$ cat src/rtl/iic_pkg.sv
// iic_pkg: shared state encodings, R/W bit constants and address-byte builder for the I2C transaction sequencer
package iic_pkg;

   typedef enum logic [3:0] {
      S_IDLE,
      S_W_DEV,
      S_W_REG,
      S_W_DATA,
      S_STOP,
      S_STOP_WAIT,
      S_R_DEV,
      S_R_DATA,
      S_FIN
   } txn_state_t;

   typedef enum logic [1:0] {
      P_IDLE,
      P_RISE,
      P_FALL
   } op_phase_t;

   localparam logic READ  = 1'b1;
   localparam logic WRITE = 1'b0;

   function automatic logic [7:0] addr_byte(input logic [6:0] dev, input logic rw);
      return {dev, rw};
   endfunction

endpackage

$ cat src/rtl/iic_op_issuer.sv
// iic_op_issuer: launches one iic_core byte op and reports completion (busy rise then fall) or timeout
module iic_op_issuer
   import iic_pkg::*;
#(
   parameter int OP_TO = 64
) (
   input  logic       clock,
   input  logic       reset_n,
   input  logic       go,
   input  logic       rw,
   input  logic [7:0] din,
   input  logic       core_busy,
   output logic       core_start,
   output logic       core_rw,
   output logic [7:0] core_din,
   output logic       ack,
   output logic       timeout
);

   localparam int CW = $clog2(OP_TO + 1);

   op_phase_t     phase;
   logic [CW-1:0] cnt;

   // completion is the first cycle busy reads low after its rise; timeout loses to a same-cycle completion
   assign ack     = (phase == P_FALL) && !core_busy;
   assign timeout = (phase != P_IDLE) && !ack && (cnt == CW'(OP_TO));

   // one-cycle start pulse with rw/din held, then track busy rise/fall while counting toward timeout
   always_ff @(posedge clock or negedge reset_n) begin
      if (!reset_n) begin
         phase      <= P_IDLE;
         cnt        <= '0;
         core_start <= 1'b0;
         core_rw    <= 1'b0;
         core_din   <= '0;
      end else begin
         core_start <= 1'b0;
         if (phase == P_IDLE) begin
            if (go) begin
               phase      <= P_RISE;
               cnt        <= '0;
               core_start <= 1'b1;
               core_rw    <= rw;
               core_din   <= din;
            end
         end else if (ack || timeout) begin
            phase <= P_IDLE;
         end else begin
            cnt <= cnt + CW'(1);
            if (phase == P_RISE && core_busy)
               phase <= P_FALL;
         end
      end
   end

endmodule

$ cat src/rtl/iic_txn_ctrl.sv
// iic_txn_ctrl: sequences a register-oriented read/write command into iic_core byte ops
module iic_txn_ctrl
   import iic_pkg::*;
#(
   parameter int LEN_W    = 4,
   parameter int OP_TO    = 64,
   parameter int STOP_CYC = 3
) (
   input  logic             clock,
   input  logic             reset_n,
   input  logic             cmd_valid,
   output logic             cmd_ready,
   input  logic             cmd_rw,
   input  logic [6:0]       cmd_dev,
   input  logic [7:0]       cmd_reg,
   input  logic [LEN_W-1:0] cmd_len,
   input  logic             wr_valid,
   input  logic [7:0]       wr_data,
   output logic             wr_ready,
   output logic             rd_valid,
   output logic [7:0]       rd_data,
   output logic             done,
   output logic             err,
   output logic             core_start,
   output logic             core_stop,
   output logic             core_rw,
   output logic [7:0]       core_din,
   input  logic             core_busy,
   input  logic [7:0]       core_dout
);

   localparam int SW = $clog2(STOP_CYC + 1);

   txn_state_t       state, next_op;
   logic             rw_q, err_flag, issued, second;
   logic [6:0]       dev_q;
   logic [7:0]       reg_q, op_din;
   logic [LEN_W-1:0] cnt;
   logic [SW-1:0]    scnt;
   logic             is_op, go, op_rw, ack, timeout;

   // op request, operand mux and the state that follows a completed op
   always_comb begin
      is_op   = state inside {S_W_DEV, S_W_REG, S_W_DATA, S_R_DEV, S_R_DATA};
      go      = is_op && !issued && (state != S_W_DATA || wr_valid);
      op_rw   = state == S_R_DATA;
      op_din  = state == S_W_DEV  ? addr_byte(dev_q, WRITE) :
                state == S_W_REG  ? reg_q :
                state == S_W_DATA ? wr_data :
                state == S_R_DEV  ? addr_byte(dev_q, READ) : 8'h00;
      next_op = state == S_W_DEV ? S_W_REG :
                state == S_W_REG ? ((rw_q || cnt == '0) ? S_STOP : S_W_DATA) :
                state == S_R_DEV ? S_R_DATA :
                cnt == LEN_W'(1) ? S_STOP : state;
   end

   iic_op_issuer #(.OP_TO(OP_TO)) u_issuer (
      .clock      (clock),
      .reset_n    (reset_n),
      .go         (go),
      .rw         (op_rw),
      .din        (op_din),
      .core_busy  (core_busy),
      .core_start (core_start),
      .core_rw    (core_rw),
      .core_din   (core_din),
      .ack        (ack),
      .timeout    (timeout)
   );

   // transaction FSM: accept, walk the op sequence, stop/settle, then report
   always_ff @(posedge clock or negedge reset_n) begin
      if (!reset_n) begin
         state     <= S_IDLE;
         cmd_ready <= 1'b1;
         rw_q      <= 1'b0;
         dev_q     <= '0;
         reg_q     <= '0;
         cnt       <= '0;
         scnt      <= '0;
         err_flag  <= 1'b0;
         issued    <= 1'b0;
         second    <= 1'b0;
         wr_ready  <= 1'b0;
         rd_valid  <= 1'b0;
         rd_data   <= '0;
         done      <= 1'b0;
         err       <= 1'b0;
         core_stop <= 1'b0;
      end else begin
         wr_ready  <= 1'b0;
         rd_valid  <= 1'b0;
         done      <= 1'b0;
         err       <= 1'b0;
         core_stop <= 1'b0;
         if (go) begin
            issued   <= 1'b1;
            wr_ready <= state == S_W_DATA;
         end
         case (state)
            S_IDLE: if (cmd_valid && cmd_ready) begin
               cmd_ready <= 1'b0;
               rw_q      <= cmd_rw;
               dev_q     <= cmd_dev;
               reg_q     <= cmd_reg;
               cnt       <= cmd_len;
               second    <= 1'b0;
               err_flag  <= cmd_rw && cmd_len == '0;
               done      <= cmd_rw && cmd_len == '0;
               err       <= cmd_rw && cmd_len == '0;
               state     <= (cmd_rw && cmd_len == '0) ? S_FIN : S_W_DEV;
            end
            S_STOP: begin
               core_stop <= 1'b1;
               scnt      <= '0;
               state     <= S_STOP_WAIT;
            end
            S_STOP_WAIT: if (scnt == SW'(STOP_CYC - 1)) begin
               if (rw_q && !second && !err_flag) begin
                  second <= 1'b1;
                  state  <= S_R_DEV;
               end else begin
                  done  <= 1'b1;
                  err   <= err_flag;
                  state <= S_FIN;
               end
            end else begin
               scnt <= scnt + SW'(1);
            end
            S_FIN: begin
               cmd_ready <= 1'b1;
               state     <= S_IDLE;
            end
            default: if (timeout) begin
               issued   <= 1'b0;
               err_flag <= 1'b1;
               state    <= S_STOP;
            end else if (ack) begin
               issued <= 1'b0;
               if (state == S_R_DATA) begin
                  rd_valid <= 1'b1;
                  rd_data  <= core_dout;
               end
               if (state inside {S_W_DATA, S_R_DATA})
                  cnt <= cnt - LEN_W'(1);
               state <= next_op;
            end
         endcase
      end
   end

endmodule
$ cat config.mk
export PLATFORM = sky130hd
export DESIGN_NAME = iic_txn_ctrl
export DESIGN_NICKNAME = d
export VERILOG_FILES = /design/src/rtl/iic_pkg.sv /design/src/rtl/iic_op_issuer.sv /design/src/rtl/iic_txn_ctrl.sv
export SDC_FILE = /design/constraint.sdc
export NUM_CORES = 1
export LEC_CHECK = 0
export ABC_AREA = 1
export BUFFER_PORTS_ARGS = -buffer_cell sky130_fd_sc_hd__buf_2
export CAP_MARGIN = 20
export CORE_AREA = 2 2 84 86
export CTS_CLUSTER_SIZE = 30
export DETAILED_ROUTE_END_ITERATION = 10
export DIE_AREA = 0 0 86 88
export GPL_ROUTABILITY_DRIVEN = 0
export GPL_TIMING_DRIVEN = 0
export MAX_ROUTING_LAYER = met4
export PLACE_DENSITY = 0.75
export SLEW_MARGIN = 20
export SYNTH_ARGS = -nofsm -noshare
export SYNTH_HDL_FRONTEND = slang
export SYNTH_SLANG_ARGS = --single-unit
$ cat constraint.sdc
create_clock -name clock -period 1.5 [get_ports clock]
set_input_delay 0.15 -clock clock [delete_from_list [all_inputs] [get_ports clock]]
set_output_delay 0.15 -clock clock [all_outputs]
set_load 0.005 [all_outputs]
**After elaboration in Yosys (flattened, before gate mapping)**

Cells that the tools add are included.

- Flip-flop bits (word level): 62
- Input port bits: 41
- Output and inout port bits: 24
- Word-level logic and storage cells: 152

- Add/sub/neg operators: 3
- Equality and inequality tests: 21
- Mux-type cells: 57
- Bitwise operators: 3
- Reduce and logical (&&, ||, !) cells: 47

Operators by type and width:

| kind | number |
|---|---|
| $mux 4 | 14 |
| $mux 8 | 4 |
| $mux 1 | 22 |
| $mux 7 | 3 |
| $eq 4x3->1 const B | 4 |
| $pmux 4 s4 | 1 |
| $reduce_bool 2->1 | 8 |
| $logic_not 4->1 | 3 |
| $ne 2x2->1 const B | 6 |
| $reduce_and 2->1 | 6 |
| $reduce_and 4->1 | 3 |
| $logic_and 1x1->1 | 10 |
| $mux 2 | 5 |
| $pmux 1 s2 | 5 |
| $reduce_bool 9->1 | 1 |
| $eq 4x1->1 const B | 2 |
| $eq 4x2->1 const B | 2 |
| $pmux 4 s2 | 1 |
| $add 7x1->7 const B | 1 |
| $eq 7x7->1 const B | 1 |
| $reduce_bool 6->1 | 1 |
| $logic_not 1->1 | 5 |
| $reduce_and 5->1 | 1 |
| $reduce_bool 5->1 | 1 |
| 16 further kinds | 21 |

**Logic depth before layout (Yosys ltp)**

- Word-level depth: 8
- Mapped depth: 13
- Depth with buffers taken out: 12

**Cells and area by module**

Synthesis repeated with hierarchy kept, for this count alone.

- Cell total of the unflattened synthesis: 416
- Area, all modules: 3210.6 µm²

Modules (own cells, without submodules):

| module | times used | cells each | area each (µm²) | sequential area each (µm²) |
|---|---|---|---|---|
| iic_txn_ctrl | 1 | 297 | 2272.2 | 1077.3 |
| iic_op_issuer | 1 | 119 | 938.4 | 475.5 |

**Worst setup path before layout**

OpenSTA, ideal clock, no wires.

- Path kind: register to register
- From: register u_issuer.cnt[0]
- To: register u_issuer.cnt[2]
- Setup time: 117 ps
- Arrival time: 1288 ps
- Required time: 1383 ps
- Slack: 95 ps
- Stages on the path, launching flop included: 12
- Path buffers: 0
- Period minus slack after synthesis: 1405 ps
- Path through: dfrtp_1 > inv_1 > ha_1 > nand2_1 > nor2_1 > nand2_1 > nor2_1 > nor2_2 > nand2_4 > nand2_4 > nand2_1 > nand2_1

- Word-level cells in the longest chain between the ends: 5
- Elaborated cells on any way between the ends: 8
- Those cells by class: 1 x add/sub; 2 x eq/ne; 2 x mux; 3 x reduce/logical

Ends and longest elaborated chain:

| element | RTL line | text |
|---|---|---|
| from (decl) | iic_op_issuer.sv:23 | `logic [CW-1:0] cnt;` |
| from (signal assigned) | iic_op_issuer.sv:50 | `cnt <= cnt + CW'(1);` |
| parallel branches: the longest is 5 deep, another holds $add 7x1->7 | n/a |  |

Parallel ways; which one is timed is not known. The select of a mux whose other input is x is not followed.
A chain may end at the register's enable or synchronous reset.

**Worst setup path after layout**

- From: register u_issuer.phase[0]
- To: register u_issuer.cnt[6]

- Word-level cells in the longest chain between the ends: 8
- Elaborated cells on any way between the ends: 12
- Those cells by class: 3 x eq/ne; 1 x mux; 8 x reduce/logical

Ends and longest elaborated chain:

| element | RTL line | text |
|---|---|---|
| from (decl) | iic_op_issuer.sv:22 | `op_phase_t phase;` |
| from (signal assigned) | iic_op_issuer.sv:32 | `phase <= P_IDLE;` |
| from (signal assigned) | iic_op_issuer.sv:41 | `phase <= P_RISE;` |
| from (signal assigned) | iic_op_issuer.sv:48 | `phase <= P_IDLE;` |
| $eq 2x2->1 | iic_op_issuer.sv:26 | `assign ack = (phase == P_FALL) && !core_busy;` |
| $logic_and 1x1->1 | iic_op_issuer.sv:26 |  |
| $logic_not 1->1 | iic_op_issuer.sv:27 | `assign timeout = (phase != P_IDLE) && !ack && (cnt == CW'(OP_TO));` |
| $logic_and 1x1->1 (2 in a row) | iic_op_issuer.sv:27 |  |
| $logic_or 1x1->1 | iic_op_issuer.sv:47 | `end else if (ack \|\| timeout) begin` |
| $ne 2x1->1 (no line) | n/a |  |
| $reduce_and 2->1 (no line) | n/a |  |

Several ways; a longest one is shown, not always the timed one.

==> metrics.md <==
| Metric | Value |
|---|---|
| Status | `complete, but fails checks` |
| Failing checks | `negative setup slack` |
| Layout area overhead | `37.6%` |
| Final hold slack | `0.00986 ns` |
| Area contributors post-synth | `dfrtp_1, nand2_1, nand3_1, inv_1, nor2_1` |
| Dominant cell type by area after synthesis | `dfrtp_1` |
| Layout cells sized above 1 | `32.3%` |
| Remaining Overflow, GRT | `0` |
| Post-layout nets | `approximately 570` |
| Pleak | `roughly 2.4 nW` |
| Syn nets | `around 460` |
| Worst-Margin Slew | `around 0.78 ns` |
| Critical path, cell by cell | `nand3b_4, clkinvlp_4, nor2_4, nor2_4, nand2_4, nand2_4, nand2_1, nand2_1` |
| Clk_lat worst skew | `0.35 ns` |
| Inst Count DP | `about 550` |
| Hold/Removal Path Class | `in2reg` |
| FF-to-FF Start | `u_issuer.phase[0]` |
| Vias in the first global route | `between 2k and 3k` |
| Setup Viol. Count Final | `6` |
| Avg Inst Size Synth | `around 8 um^2` |
| Yosys synthesis warning count | `0` |
| Worst-path clk slew | `~0.070 ns` |
| Num CTS Buffers | `9` |
| R2r setup slk | `-0.03 ns` |
| Top-count cell post-synth | `nand2_1` |
| Post-synthesis sequential area ratio | `roughly 48%` |
| Worst setup SP type | `register` |
| Final Hold Fails | `0` |
| N_diodes | `0` |
| Post-synth top cells | `nand2_1, dfrtp_1, nand3_1, inv_1, nor2_1` |
| Relative slew slack | `around half` |
| FF-to-FF path depth | `8` |
| Fraction of registers with async set/reset | `100%` |
| Starting Density | `approximately half` |
| Tcrit/Tclk final | `102%` |
| Post-synth EDFFs | `0` |
| Wire length per cell | `about 14 um` |
| Vias | `around 3.1k` |
| Slew Viols, Final | `0` |
| Element type at the critical path end | `register` |
| Die area | `~7600 um^2` |
| Max Cap Violations | `0` |
| Drc violations | `0` |
| Die Wd | `86 um` |
| Type of the worst setup path | `reg2reg` |
| Crit path max-delay cell type | `dfrtp_1` |
| VDD IR-drop max | `roughly 1200 uV` |
| Yosys reg bits | `62` |
| Main synth FF type | `dfrtp_1` |
| Worst-path maximum fanout | `8` |
| Worst setup path startpoint | `u_issuer.phase[0]` |
| Hold Crit Start | `cmd_dev[2]` |
| RSZ-0062 raised after global routing | `yes` |
| Delay-heaviest family, CP | `simple AND/OR/NAND/NOR gates` |
| Drt pass-1 iters | `4` |
| Sum of net half-perimeters after detailed placement | `5160 um` |
| Core Box Area | `6640 um^2` |
| Syn Std Cell Area | `around 3200 um^2` |
| First-pass GRT wire length | `between 10000 and 15000 um` |
| PortBufs | `64` |
| Clock sink total | `62` |
| Yosys top cell area share | `a little under half` |
| Final setup margin | `-0.0312 ns` |
| FF-to-FF End | `u_issuer.cnt[6]` |
| Final setup TNS | `-0.126 ns` |
| Clk Tree Root Cell | `clkbuf_8` |
| CP max stage delay | `between 0.4 and 0.5 ns` |
| H-tree depth | `3` |
| Vias per Instance | `around 5` |
| PD cells | `around 2000 nW/um^2` |
| Crit path DAT | `1.77 ns` |
| Critical Path Stages | `8` |
| Setup Skew | `roughly 0.010 ns` |
| # IOs | `65` |
| Total chip power | `about 8.7 mW` |
| Post-Route WL | `8380 um` |
| Synth cell types | `32` |
| Initial DRC Count | `152` |
| ANT nets after route | `0` |
| Syn Inst Count | `a little over 400` |
| CTS tree | `yes` |
| Largest net degree at the start of global routing | `63` |
| Final critical-path required period | `1.53 ns` |
| Global-route usage over all layers | `23.0%` |
| Cell row count | `30` |
| WP data required | `about 1.7 ns` |
| Fmax | `653 MHz` |
| Worst path bufs/invs | `1` |
| CTS Buffer Depth | `2` |
| Fin cells | `roughly 610` |
| Worst Setup EP | `u_issuer.cnt[6]` |
| Die Y | `88 um` |
| Initial antenna violation count | `0` |
-- layout make-up --
type                    count  area (um^2)
flip-flops and latches     62         1560
inverters                  39          165
fillers                   511         2210
plain buffers               5         53.8
clock inverters             6         93.8
repair buffers            108          711
clock buffers              10          138
multi-input cells         302         1610
well taps                  80          100
-- through the flow --
stage	instance area (um^2)	utilization, %	setup slack, ns
finish	4430	66.7	-0.0312
global placement	3640	54.8	-0.0966
CTS	4180	63.0	0.00339
floorplan	3220	-	0.0953
global route	4430	66.7	-0.0902
detailed placement	3640	54.9	-0.126
-- timing repair --
item / 4_1_cts / 5_1_grt
gates resized for setup: 18 / 40
endpoints found under the setup margin: 45 / 47
hold endpoints to repair: 80 / 1
pin swaps: 8 / 19
buffers inserted: 8 / 14
gates cloned: 0 / 1
hold buffers: 20 / 1
-- worst register-to-register path: stages (launching register included) --
cell and delay, ns:
dfrtp_1 0.44, nand3b_4 0.25, clkinvlp_4 0.18, nor2_4 0.17, nor2_4 0.05, nand2_4 0.12, nand2_4 0.10, nand2_1 0.07
nand2_1 0.05
-- state kept, by name, summed over array words and instances (netlist names) --
register	count
state	4
rd_valid	1
u_issuer.phase	2
err_flag	1
u_issuer.core_start	1
rw_q	1
wr_ready	1
dev_q	7
scnt	2
err	1
u_issuer.cnt	7
reg_q	8
core_stop	1
issued	1
done	1
rd_data	8
u_issuer.core_din	8
cnt	4
cmd_ready	1
u_issuer.core_rw	1
second	1
-- worst min path at each step --
stage,end,slack [ns],cells after the start
after floorplan,cnt[0],-0.15,0
after global placement,rd_data[7],0.35,3
after detailed placement,u_issuer.core_start,0.29,1
after CTS,dev_q[2],0.002,3
after global routing,reg_q[6],0.02,3
final,dev_q[2],0.01,3
-- power by group --
part	leakage (nW)	internal [mW]	total (mW)	switching (mW)
Combinational	1.46	1.73	4.27	2.53
Sequential	0.801	2.30	2.79	0.482
Clock	0.113	0.991	1.69	0.698
-- per-layer routing --
layer	routed length (um)	up-vias	GRT usage (%)
li1	-	1542	-
met1	3570	1437	28.2
met2	4160	103	38.5
met3	460	17	5.00
met4	190	0	6.06
met5	0	-	-
-- cells in the final DEF (no fill, tap or decap), types with 5 or more instances in the layout --
master         instances
a21oi_1               10
buf_2                 65
buf_4                 21
buf_6                  5
clkbuf_8              10
dfrtp_1               58
dlygate4sd3_1         21
ha_1                   5
inv_1                 23
inv_2                  9
inv_4                  6
nand2_1              145
nand2_2               12
nand2_4               10
nand3_1               40
nor2_1                21
nor2_4                10
o21ai_0               10
o21ai_1               12
-- logic make-up (layout without fill, tap and decap cells) --
group                    after synthesis  after routing  synth area share (%)
AO/OA/AOI/OAI                         39             39                  6.45
buffers and inverters                 45            168                  5.98
AND/OR/NAND/NOR                      253            253                  36.0
flip-flops                            62             62                  48.2
XOR/XNOR                               4              4                  1.09
adder cells (fa/ha/maj)                6              6                  2.33
Note: power is estimated with default switching activity, not from simulation.
